File: src/rtl/dm_arbiter.sv
// Two-port arbiter in front of a word-wide data memory. One access is in flight
// at a time; partial stores become a read-merge-write sequence.
module dm_arbiter #(
    parameter int FAIR = 1
) (
    input  logic        Clk,
    input  logic        reset,

    input  logic        p0_req,
    input  logic        p0_we,
    input  logic [3:0]  p0_be,
    input  logic [31:0] p0_addr,
    input  logic [31:0] p0_wdata,
    output logic        p0_gnt,
    output logic        p0_done,
    output logic [31:0] p0_rdata,

    input  logic        p1_req,
    input  logic        p1_we,
    input  logic [3:0]  p1_be,
    input  logic [31:0] p1_addr,
    input  logic [31:0] p1_wdata,
    output logic        p1_gnt,
    output logic        p1_done,
    output logic [31:0] p1_rdata,

    output logic [31:0] MemAddr,
    output logic [31:0] Memdata,
    output logic        MemWrite,
    input  logic [31:0] Memout,

    output logic [1:0]  dbg_state
);

    typedef enum logic [1:0] {
        IDLE     = 2'd0,
        ACCESS   = 2'd1,
        MERGE_WR = 2'd2,
        DONE     = 2'd3
    } state_t;

    state_t      state;
    state_t      state_nxt;

    logic        any_req;
    logic        win_port;
    logic        win_we;
    logic [3:0]  win_be;
    logic [29:0] win_word;
    logic [31:0] win_wdata;

    logic        cur_port;
    logic        cur_we;
    logic [3:0]  cur_be;
    logic [29:0] cur_word;
    logic [31:0] cur_wdata;

    logic        last_grant;
    logic [1:0]  gnt_q;
    logic [1:0]  gnt_nxt;
    logic [1:0]  done_q;
    logic [1:0]  done_nxt;
    logic        mem_write_q;
    logic        mem_write_nxt;

    logic        take_req;
    logic        capture_rd;
    logic        capture_merge;
    logic [31:0] merge_data;
    logic [31:0] merge_q;
    logic [31:0] rdata0_q;
    logic [31:0] rdata1_q;
    logic        in_mem_phase;

    // Word access only: the byte offset of the address carries no meaning here.
    logic        unused_addr_bits;
    assign unused_addr_bits = ^{p0_addr[1:0], p1_addr[1:0]};

    // Winner selection; only consulted while IDLE with a request present.
    always_comb begin
        any_req = p0_req | p1_req;
        if (FAIR != 0) begin
            if (p0_req && p1_req) begin
                win_port = ~last_grant;
            end else begin
                win_port = p1_req;
            end
        end else begin
            win_port = ~p0_req;
        end
    end

    always_comb begin
        if (win_port) begin
            win_we    = p1_we;
            win_be    = p1_be;
            win_word  = p1_addr[31:2];
            win_wdata = p1_wdata;
        end else begin
            win_we    = p0_we;
            win_be    = p0_be;
            win_word  = p0_addr[31:2];
            win_wdata = p0_wdata;
        end
    end

    // Lanes enabled by the store take new data, the rest keep the memory word.
    always_comb begin
        merge_data = Memout;
        for (int i = 0; i < 4; i++) begin
            if (cur_be[i]) begin
                merge_data[8*i +: 8] = cur_wdata[8*i +: 8];
            end
        end
    end

    always_comb begin
        state_nxt     = state;
        gnt_nxt       = 2'b00;
        done_nxt      = 2'b00;
        mem_write_nxt = 1'b0;
        take_req      = 1'b0;
        capture_rd    = 1'b0;
        capture_merge = 1'b0;
        case (state)
            IDLE: begin
                if (any_req) begin
                    take_req          = 1'b1;
                    state_nxt         = ACCESS;
                    gnt_nxt[win_port] = 1'b1;
                    mem_write_nxt     = win_we && (win_be == 4'hF);
                end
            end
            ACCESS: begin
                if (cur_we && (cur_be != 4'hF) && (cur_be != 4'h0)) begin
                    capture_merge = 1'b1;
                    mem_write_nxt = 1'b1;
                    state_nxt     = MERGE_WR;
                end else begin
                    capture_rd         = ~cur_we;
                    done_nxt[cur_port] = 1'b1;
                    state_nxt          = DONE;
                end
            end
            MERGE_WR: begin
                done_nxt[cur_port] = 1'b1;
                state_nxt          = DONE;
            end
            DONE: begin
                state_nxt = IDLE;
            end
            default: begin
                state_nxt = IDLE;
            end
        endcase
    end

    always_ff @(posedge Clk or negedge reset) begin
        if (!reset) begin
            state       <= IDLE;
            gnt_q       <= 2'b00;
            done_q      <= 2'b00;
            mem_write_q <= 1'b0;
        end else begin
            state       <= state_nxt;
            gnt_q       <= gnt_nxt;
            done_q      <= done_nxt;
            mem_write_q <= mem_write_nxt;
        end
    end

    // last_grant starts at port 1 so that port 0 takes the first tie.
    always_ff @(posedge Clk or negedge reset) begin
        if (!reset) begin
            last_grant <= 1'b1;
            cur_port   <= 1'b0;
            cur_we     <= 1'b0;
            cur_be     <= 4'h0;
            cur_word   <= 30'd0;
            cur_wdata  <= 32'd0;
        end else if (take_req) begin
            last_grant <= win_port;
            cur_port   <= win_port;
            cur_we     <= win_we;
            cur_be     <= win_be;
            cur_word   <= win_word;
            cur_wdata  <= win_wdata;
        end
    end

    always_ff @(posedge Clk or negedge reset) begin
        if (!reset) begin
            merge_q  <= 32'd0;
            rdata0_q <= 32'd0;
            rdata1_q <= 32'd0;
        end else begin
            if (capture_merge) begin
                merge_q <= merge_data;
            end
            if (capture_rd) begin
                if (cur_port) begin
                    rdata1_q <= Memout;
                end else begin
                    rdata0_q <= Memout;
                end
            end
        end
    end

    assign in_mem_phase = (state == ACCESS) || (state == MERGE_WR);

    always_comb begin
        MemAddr = 32'd0;
        Memdata = 32'd0;
        if (in_mem_phase) begin
            MemAddr = {cur_word, 2'b00};
        end
        if (mem_write_q) begin
            Memdata = (state == MERGE_WR) ? merge_q : cur_wdata;
        end
    end

    assign MemWrite  = mem_write_q;
    assign p0_gnt    = gnt_q[0];
    assign p1_gnt    = gnt_q[1];
    assign p0_done   = done_q[0];
    assign p1_done   = done_q[1];
    assign p0_rdata  = rdata0_q;
    assign p1_rdata  = rdata1_q;
    assign dbg_state = state;

endmodule

File: config.mk
export PLATFORM = sky130hd
export DESIGN_NAME = dm_arbiter
export DESIGN_NICKNAME = d
export VERILOG_FILES = /design/src/rtl/dm_arbiter.sv
export SDC_FILE = /design/constraint.sdc
export NUM_CORES = 1
export LEC_CHECK = 0
export BUFFER_PORTS_ARGS = -buffer_cell sky130_fd_sc_hd__buf_4
export CAP_MARGIN = 10
export CORE_ASPECT_RATIO = 1.5
export CORE_MARGIN = 2
export CORE_UTILIZATION = 25
export CTS_CLUSTER_DIAMETER = 40
export DETAILED_ROUTE_END_ITERATION = 10
export GPL_TIMING_DRIVEN = 0
export PLACE_DENSITY_LB_ADDON = 0.08
export SLEW_MARGIN = 30
export SYNTH_ARGS = -nofsm -noshare
export SYNTH_HDL_FRONTEND = slang
export SYNTH_SLANG_ARGS = --single-unit
File: constraint.sdc
create_clock -name Clk -period 2.3 [get_ports Clk]
set_input_delay 0.115 -clock Clk [delete_from_list [all_inputs] [get_ports Clk]]
set_output_delay 0.115 -clock Clk [all_outputs]
set_load 0.01 [all_outputs]
==> results.cfg, run 1 <==
[global_route]
groute.usage.overall = 0.168
grt_overflow = 0
number_of_global_route_vias_before_repair = 7577
antenna_found_initial = 0
grt_start_max_net_pins = 78
grt_first_pass_wirelength_mm = 44.1

[logic_synthesis]
synth_sequential_area_ratio = 0.521
syn-instance-count = 676
synth_area_leaders = sky130_fd_sc_hd__dfrtp_1, sky130_fd_sc_hd__mux2_2, sky130_fd_sc_hd__mux2i_1
synth.top_cell.area_share = 0.518
synth.avg_cell_area_sq_um = 12.2
synth_cell_type_count = 35
synth_top_area_cell = sky130_fd_sc_hd__dfrtp_1
synth-seq-cells = 172
post_syn_area_sq_um = 8260
count_of_yosys_warnings_during_synthesis = 0

[pwr]
power_share_of_the_sequential_group = 0.333
power.combinational.fraction = 0.478
static-leakage-power_nw = 6.18
switching_share = 0.352
clock_power_share = 0.189
internal_power_mw = 10.5
cellPowerDensity_nw_per_um2 = 1210
net-switching-power_mw = 5.69
vdd.ir_drop.worst_mv = 0.587

[layout]
nets = 1332
layoutNonFillerInstCount = 1583
layout-drive-gt1-share = 0.432
antenna-diode-count = 0
areaGrowthSynthToFinish_pct = 61.4
layout.filler_cells = 3183
regArea_sq_um = 4310
area_used_by_multi_input_combinational_logic_sq_um = 3690

[clock_tree]
clock-sinks = 172
cts.htree.levels = 4
tritoncts = yes
cts_inserted_buffers = 17
postCtsSetupRepairBufs = 0
worstSkewPairLatency_ns = 0.45
clock_tree.root_cell = sky130_fd_sc_hd__clkbuf_16
path_clk_slew_ns = 0.07
cts.path.max_buffers = 2

[floorplanning]
floorplan.core_area_sq_um = 32500
die_x_um = 152
design.die.area_sq_um = 34500
placement_rows = 81
die_h_um = 227
floorplan.initialDensity = 0.254
ioPinCount = 309

[place]
dp_hpwl_mm = 20.9
post-place-ws_ns = -0.179
finalWeightedCongestion = 0.708
io_buffer_count = 302
place_inst = 1396

[detailed_routing]
remaining_drc_errors = 0
post_drt_via_cell_ratio = 4.43
antenna_left = 0
initialDrtViolationCount = 176
route.detailed.wl_per_inst_um = 18.0
drt_first_pass_iters = 5
drt_wl_total_mm = 28.5
routed-via-count = 7020

[critical_path]
cp-start-kind = flop
critical_path_arrival_ns = 2.47
timing.reg2reg.setup_slack_ns = 0.16
critPathCaptureType = flop
critPathRequiredTime_ns = 2.63
setup.worst_path.class = flop to flop
worst-path-max-fanout = 10

[outcome]
run_status = finished clean

[sta]
max_freq_mhz = 468
setup_slack_ns = 0.163
worst_hold_slack_ns = 0.0135
tightestPinTransition_ns = 0.680
max_slew_margin = 0.546
hold_viol = 0
final_critical_delay_including_setup_and_external_delays_ns = 2.14
timing.final.setup_violations = 0
rsz0062_at_grt = no
final-max-slew-violation-count = 0
skew_ns = 0.0100
min_period_over_period = 0.929

[min_path]
worst_hold_path_type = input pin to flop

[job]
maxCapViolations = 0
worst paths after layout:
check,from,end,cells after the start
max,dbg_state[1],p0_rdata[4],5
min,p0_wdata[27],cur_wdata[27],3
max reg2reg,dbg_state[1],p0_rdata[4],5
min reg2reg,cur_word[23],cur_word[23],2
max in group asynchronous,reset,merge_q[27],4
min in group asynchronous,reset,p1_rdata[4],2
cell families (layout without fill, tap and decap cells):
logic type,Yosys count,after routing,synth area share
AO/OA/AOI/OAI,78,78,0.0573
adder cells (fa/ha/maj),3,3,0.00455
buffers and inverters,52,543,0.0342
flip-flops,172,172,0.521
multiplexers,215,215,0.280
other,1,2,0.000454
AND/OR/NAND/NOR,155,155,0.102
through the flow:
step,TNS (ns),utilization,instance area (sq um),power [mW]
after floorplan,0,-,8260,9.55
after global placement,-30.37,0.340,11000,12.9
after detailed placement,-1.23,0.342,11100,13.0
after CTS,0,0.409,13300,16.5
after global routing,0,0.410,13300,17.4
final,0,0.410,13300,16.2
placed cells by master (no fill, tap or decap), types with 2 or more instances in the layout:
cell type,n
sky130_fd_sc_hd__mux2i_1,86
sky130_fd_sc_hd__mux2_2,126
sky130_fd_sc_hd__buf_2,11
sky130_fd_sc_hd__nor3b_1,2
sky130_fd_sc_hd__dfrtp_1,171
sky130_fd_sc_hd__inv_1,2
sky130_fd_sc_hd__buf_6,6
sky130_fd_sc_hd__clkinvlp_4,3
sky130_fd_sc_hd__clkbuf_2,9
sky130_fd_sc_hd__a221o_1,13
sky130_fd_sc_hd__buf_16,2
sky130_fd_sc_hd__nor2b_1,32
sky130_fd_sc_hd__clkbuf_1,14
sky130_fd_sc_hd__o21ai_0,58
sky130_fd_sc_hd__nor2_1,4
sky130_fd_sc_hd__clkbuf_8,3
sky130_fd_sc_hd__bufinv_16,3
sky130_fd_sc_hd__dlygate4sd3_1,156
sky130_fd_sc_hd__buf_4,313
sky130_fd_sc_hd__clkbuf_16,17
sky130_fd_sc_hd__conb_1,2
sky130_fd_sc_hd__nand3_1,4
sky130_fd_sc_hd__and3_1,13
sky130_fd_sc_hd__mux2_1,3
sky130_fd_sc_hd__nand2_1,62
sky130_fd_sc_hd__and2_1,30
sky130_fd_sc_hd__nand3b_1,3
layout make-up:
type,instances,area share
buffer,49,0.0224
clock buffer,23,0.0359
clock inverter,9,0.0101
inverter,2,0.000563
multi-input combinational,453,0.277
sequential,172,0.323
tap,415,0.0390
timing repair buffer,460,0.292
cell usage after synthesis (all sizes together):
cell    instances
and4            1
mux2i          86
ha              3
mux2          129
conb            1
dfrtp         171
o21a            1
and2           30
nor3b           3
a31oi           1
dfstp           1
nor4            2
inv             2
nor3            1
a311o           1
a221o          13
nor2            4
o21ai          59
a211oi          1
a21boi          1
a21oi           1
nor2b          32
and3           13
buf            32
nand3           4
nand3b          3
clkbuf         18
nand2          62
routing by layer:
metal | up-vias | share of wire | GRT usage
met3 | 32 | 0.049 | 0.0384
met5 | - | 0 | 0
li1 | 3326 | - | -
met1 | 3474 | 0.39 | 0.185
met2 | 188 | 0.54 | 0.315
met4 | 0 | 0.021 | 0.0561
worst max-delay path, stage by stage (launching register included):
cell and delay (ns):
sky130_fd_sc_hd__dfrtp_1 0.45, sky130_fd_sc_hd__inv_1 0.11, sky130_fd_sc_hd__ha_1 0.26, sky130_fd_sc_hd__nor3b_4 0.43, sky130_fd_sc_hd__buf_2 0.39, sky130_fd_sc_hd__mux2_2 0.38
power groups by stage:
stage               Clock, mW  Sequential, mW  Combinational, mW
finish                   3.06            5.39               7.73
global route             3.32            5.60               8.48
CTS                      3.19            5.39               7.91
detailed placement          0            5.45               7.54
global placement            0            5.40               7.48
floorplan                   0            5.54               4.01
what timing repair did:
action	4_1_cts	5_1_grt
hold buffers	156	0
gates resized for setup	10	13
endpoints found under the hold margin	223	0
cloned	0	0
endpoints found under the setup margin	75	62
sequential cells by signal (all words and copies together) (netlist names):
| signal | flops |
|---|---|
| cur_we | 1 |
| p1_rdata | 32 |
| cur_word | 30 |
| MemWrite | 1 |
| cur_port | 1 |
| gnt_q | 2 |
| last_grant | 1 |
| done_q | 2 |
| cur_wdata | 32 |
| cur_be | 4 |
| merge_q | 32 |
| p0_rdata | 32 |
| dbg_state | 2 |
(Power assumes the default switching activity.)
==> inputs of run 2 (changes only) <==
--- a/config.mk
+++ b/config.mk
@@ -8,8 +8,8 @@
 export BUFFER_PORTS_ARGS = -buffer_cell sky130_fd_sc_hd__buf_4
 export CAP_MARGIN = 10
 export CORE_ASPECT_RATIO = 1.5
-export CORE_MARGIN = 2
 export CORE_UTILIZATION = 25
+export CTS_BUF_LIST = sky130_fd_sc_hd__clkbuf_8
 export CTS_CLUSTER_DIAMETER = 40
 export DETAILED_ROUTE_END_ITERATION = 10
 export GPL_TIMING_DRIVEN = 0
==> run 2 against run 1 <==
Sequential power about the same. Die area down 2.2%. Critical endpoint is now Memdata[7]. First-iteration DRC count down 15%. Sequential cell count unchanged. Cell count up 0.82%. Clock skew up 0.0085 ns. Worst setup slack worse by 0.011 ns. Wire length down 2.3%. Utilization down 0.26 points.
==> results.cfg, run 2 (synthesized netlist as in run 1, its figures left out) <==
[outcome]
run_status = finished clean

[sta]
timing.final.setup_violations = 0
tightestPinTransition_ns = 0.601
fin_tns_setup_ns = 0
max_slew_margin = 0.599
max_freq_mhz = 466
min_period_over_period = 0.934
setup_slack_ns = 0.152
skew_ns = 0.0185
hold_viol = 0
final_critical_delay_including_setup_and_external_delays_ns = 2.15
final-max-slew-violation-count = 0

[floorplanning]
design.die.area_sq_um = 33800
placement_rows = 81
ioPinCount = 309
die_x_um = 150
floorplan.core_area_sq_um = 32500
die_h_um = 225
floorplan.initialDensity = 0.254

[clock_tree]
clock_tree.root_cell = sky130_fd_sc_hd__clkbuf_8
cts_inserted_buffers = 17
cts.path.max_buffers = 2
clock-sinks = 172
tritoncts = yes
path_clk_slew_ns = 0.09
worstSkewPairLatency_ns = 0.49
cts.htree.levels = 4
postCtsSetupRepairBufs = 0

[critical_path]
slowest_delay_ns = 0.45
cp-start-kind = flop
critPathCaptureType = output pin
critical_path.reg2reg.endpoint = cur_word[23]
worst-path-max-fanout = 10
worst_path_max_delay_cell = sky130_fd_sc_hd__dfrtp_2
worst_path_most_repeated_cell = sky130_fd_sc_hd__buf_4
timing.reg2reg.setup_slack_ns = 0.16
critical_path_arrival_ns = 2.03
crit_path_start = dbg_state[0]
worstRegToRegCells = 7
path_cells = inv_1 > ha_4 > buf_4 > mux2i_1 > nor2b_1 > buf_4
crit_path_end = Memdata[7]
critPathRequiredTime_ns = 2.18
crit-reg2reg-launch = last_grant
setup.worst_path.class = flop to output pin

[place]
place_inst = 1396
finalWeightedCongestion = 0.718
dp_hpwl_mm = 20.4
io_buffer_count = 302
post-place-ws_ns = -0.183

[detailed_routing]
routed-via-count = 7018
post_drt_via_cell_ratio = 4.40
drt_first_pass_iters = 4
route.detailed.wl_per_inst_um = 17.4
initialDrtViolationCount = 149
routedLengthMet1_mm = 11.1
remaining_drc_errors = 0
drt_wl_total_mm = 27.8
route.met2.wl_mm = 15.0
maxUsedRoutingLayer = met4
met3RoutedLength_mm = 1.40
antenna_left = 0

[pwr]
report.power.total_mw = 15.3
internal_power_mw = 9.68
net-switching-power_mw = 5.61
power.combinational.fraction = 0.505
cellPowerDensity_nw_per_um2 = 1150
switching_share = 0.367
static-leakage-power_nw = 6.14
vdd.ir_drop.worst_mv = 0.519
power_share_of_the_sequential_group = 0.352
clock_power_share = 0.144

[layout]
layout.cells.most_common = sky130_fd_sc_hd__buf_4
most-common-layout-cells = sky130_fd_sc_hd__buf_4, sky130_fd_sc_hd__dfrtp_1, sky130_fd_sc_hd__dlygate4sd3_1
layoutNonFillerInstCount = 1596
layout.core_utilization = 0.407
nets = 1345
areaGrowthSynthToFinish_pct = 60.4
antenna-diode-count = 0
layout-drive-gt1-share = 0.431

[global_route]
grt_overflow = 0
antenna_found_initial = 0
grt_start_max_net_pins = 77
groute.usage.overall = 0.171
number_of_global_route_vias_before_repair = 7562
grt_first_pass_wirelength_mm = 43.0

[job]
maxCapViolations = 0

[min_path]
worst_hold_path_type = input pin to asynchronous set/reset pin
==> run 2: cell types whose count changed in the layout (fill, tap and decap cells not counted), sizes merged <==
cell	before	now
dlygate4sd3	156	169
clkinv	2	5
inv	3	5
bufinv	3	1
clkbuf	43	41
clkinvlp	3	2
==> run 2: repair_timing <==
| action | CTS | global route |
|---|---|---|
| endpoints found under the hold margin | 338 | 0 |
| endpoints found under the setup margin | 76 | 70 |
| hold buffers | 169 | 0 |
| pin swaps | 0 | 0 |
| resized for setup | 12 | 10 |
==> run 2: power groups by stage <==
stage | clock, mW | combinational, mW | sequential, mW
floorplan | 0 | 4.01 | 5.54
global placement | 0 | 7.44 | 5.41
detailed placement | 0 | 7.49 | 5.45
CTS | 2.32 | 7.91 | 5.39
global route | 2.42 | 8.49 | 5.59
finish | 2.20 | 7.72 | 5.38
==> run 2: worst min path at each step <==
| stage | startpoint | endpoint | slack, ns |
|---|---|---|---|
| 3_5_place_dp | reset | p1_rdata[6] | -0.002 |
| 6_report | reset | p1_rdata[6] | 0.07 |
| 2_1_floorplan | reset | MemWrite | -0.18 |
| 3_3_place_gp | p0_req | last_grant | 0.32 |
| 4_1_cts | reset | cur_wdata[5] | 0.02 |
| 5_1_grt | reset | p1_rdata[6] | 0.04 |
==> run 2: cell type report <==
type / instances / area [sq um]
buffer: 49 / 298
clock buffer: 21 / 289
clock inverter: 11 / 108
fill: 3276 / 19300
inverter: 2 / 7.51
multi-input combinational: 453 / 3690
sequential: 172 / 4310
tap: 415 / 519
timing repair buffer: 473 / 4020
==> run 2: worst max-delay path: cells and delay by family (launching register included) <==
| kind | cells | cell delay (ns) |
|---|---|---|
| buf+inv | 3 | 0.54 |
| flops | 1 | 0.45 |
| fa+ha+maj | 1 | 0.24 |
| mux | 1 | 0.24 |
| simple gates | 1 | 0.07 |
==> run 2: metal layers <==
| layer | up-vias | GRT usage |
|---|---|---|
| li1 | 3347 | - |
| met1 | 3466 | 0.190 |
| met2 | 184 | 0.316 |
| met3 | 21 | 0.0412 |
| met4 | 0 | 0.0486 |
| met5 | - | 0 |
==> run 2: stage by stage <==
stage	hold WS [ns]	cell area (sq um)
after CTS	0.0227	13200
after detailed placement	-0.00171	11100
final	0.0741	13200
after global placement	0.325	11000
after global routing	0.0437	13200
after floorplan	-0.181	8260
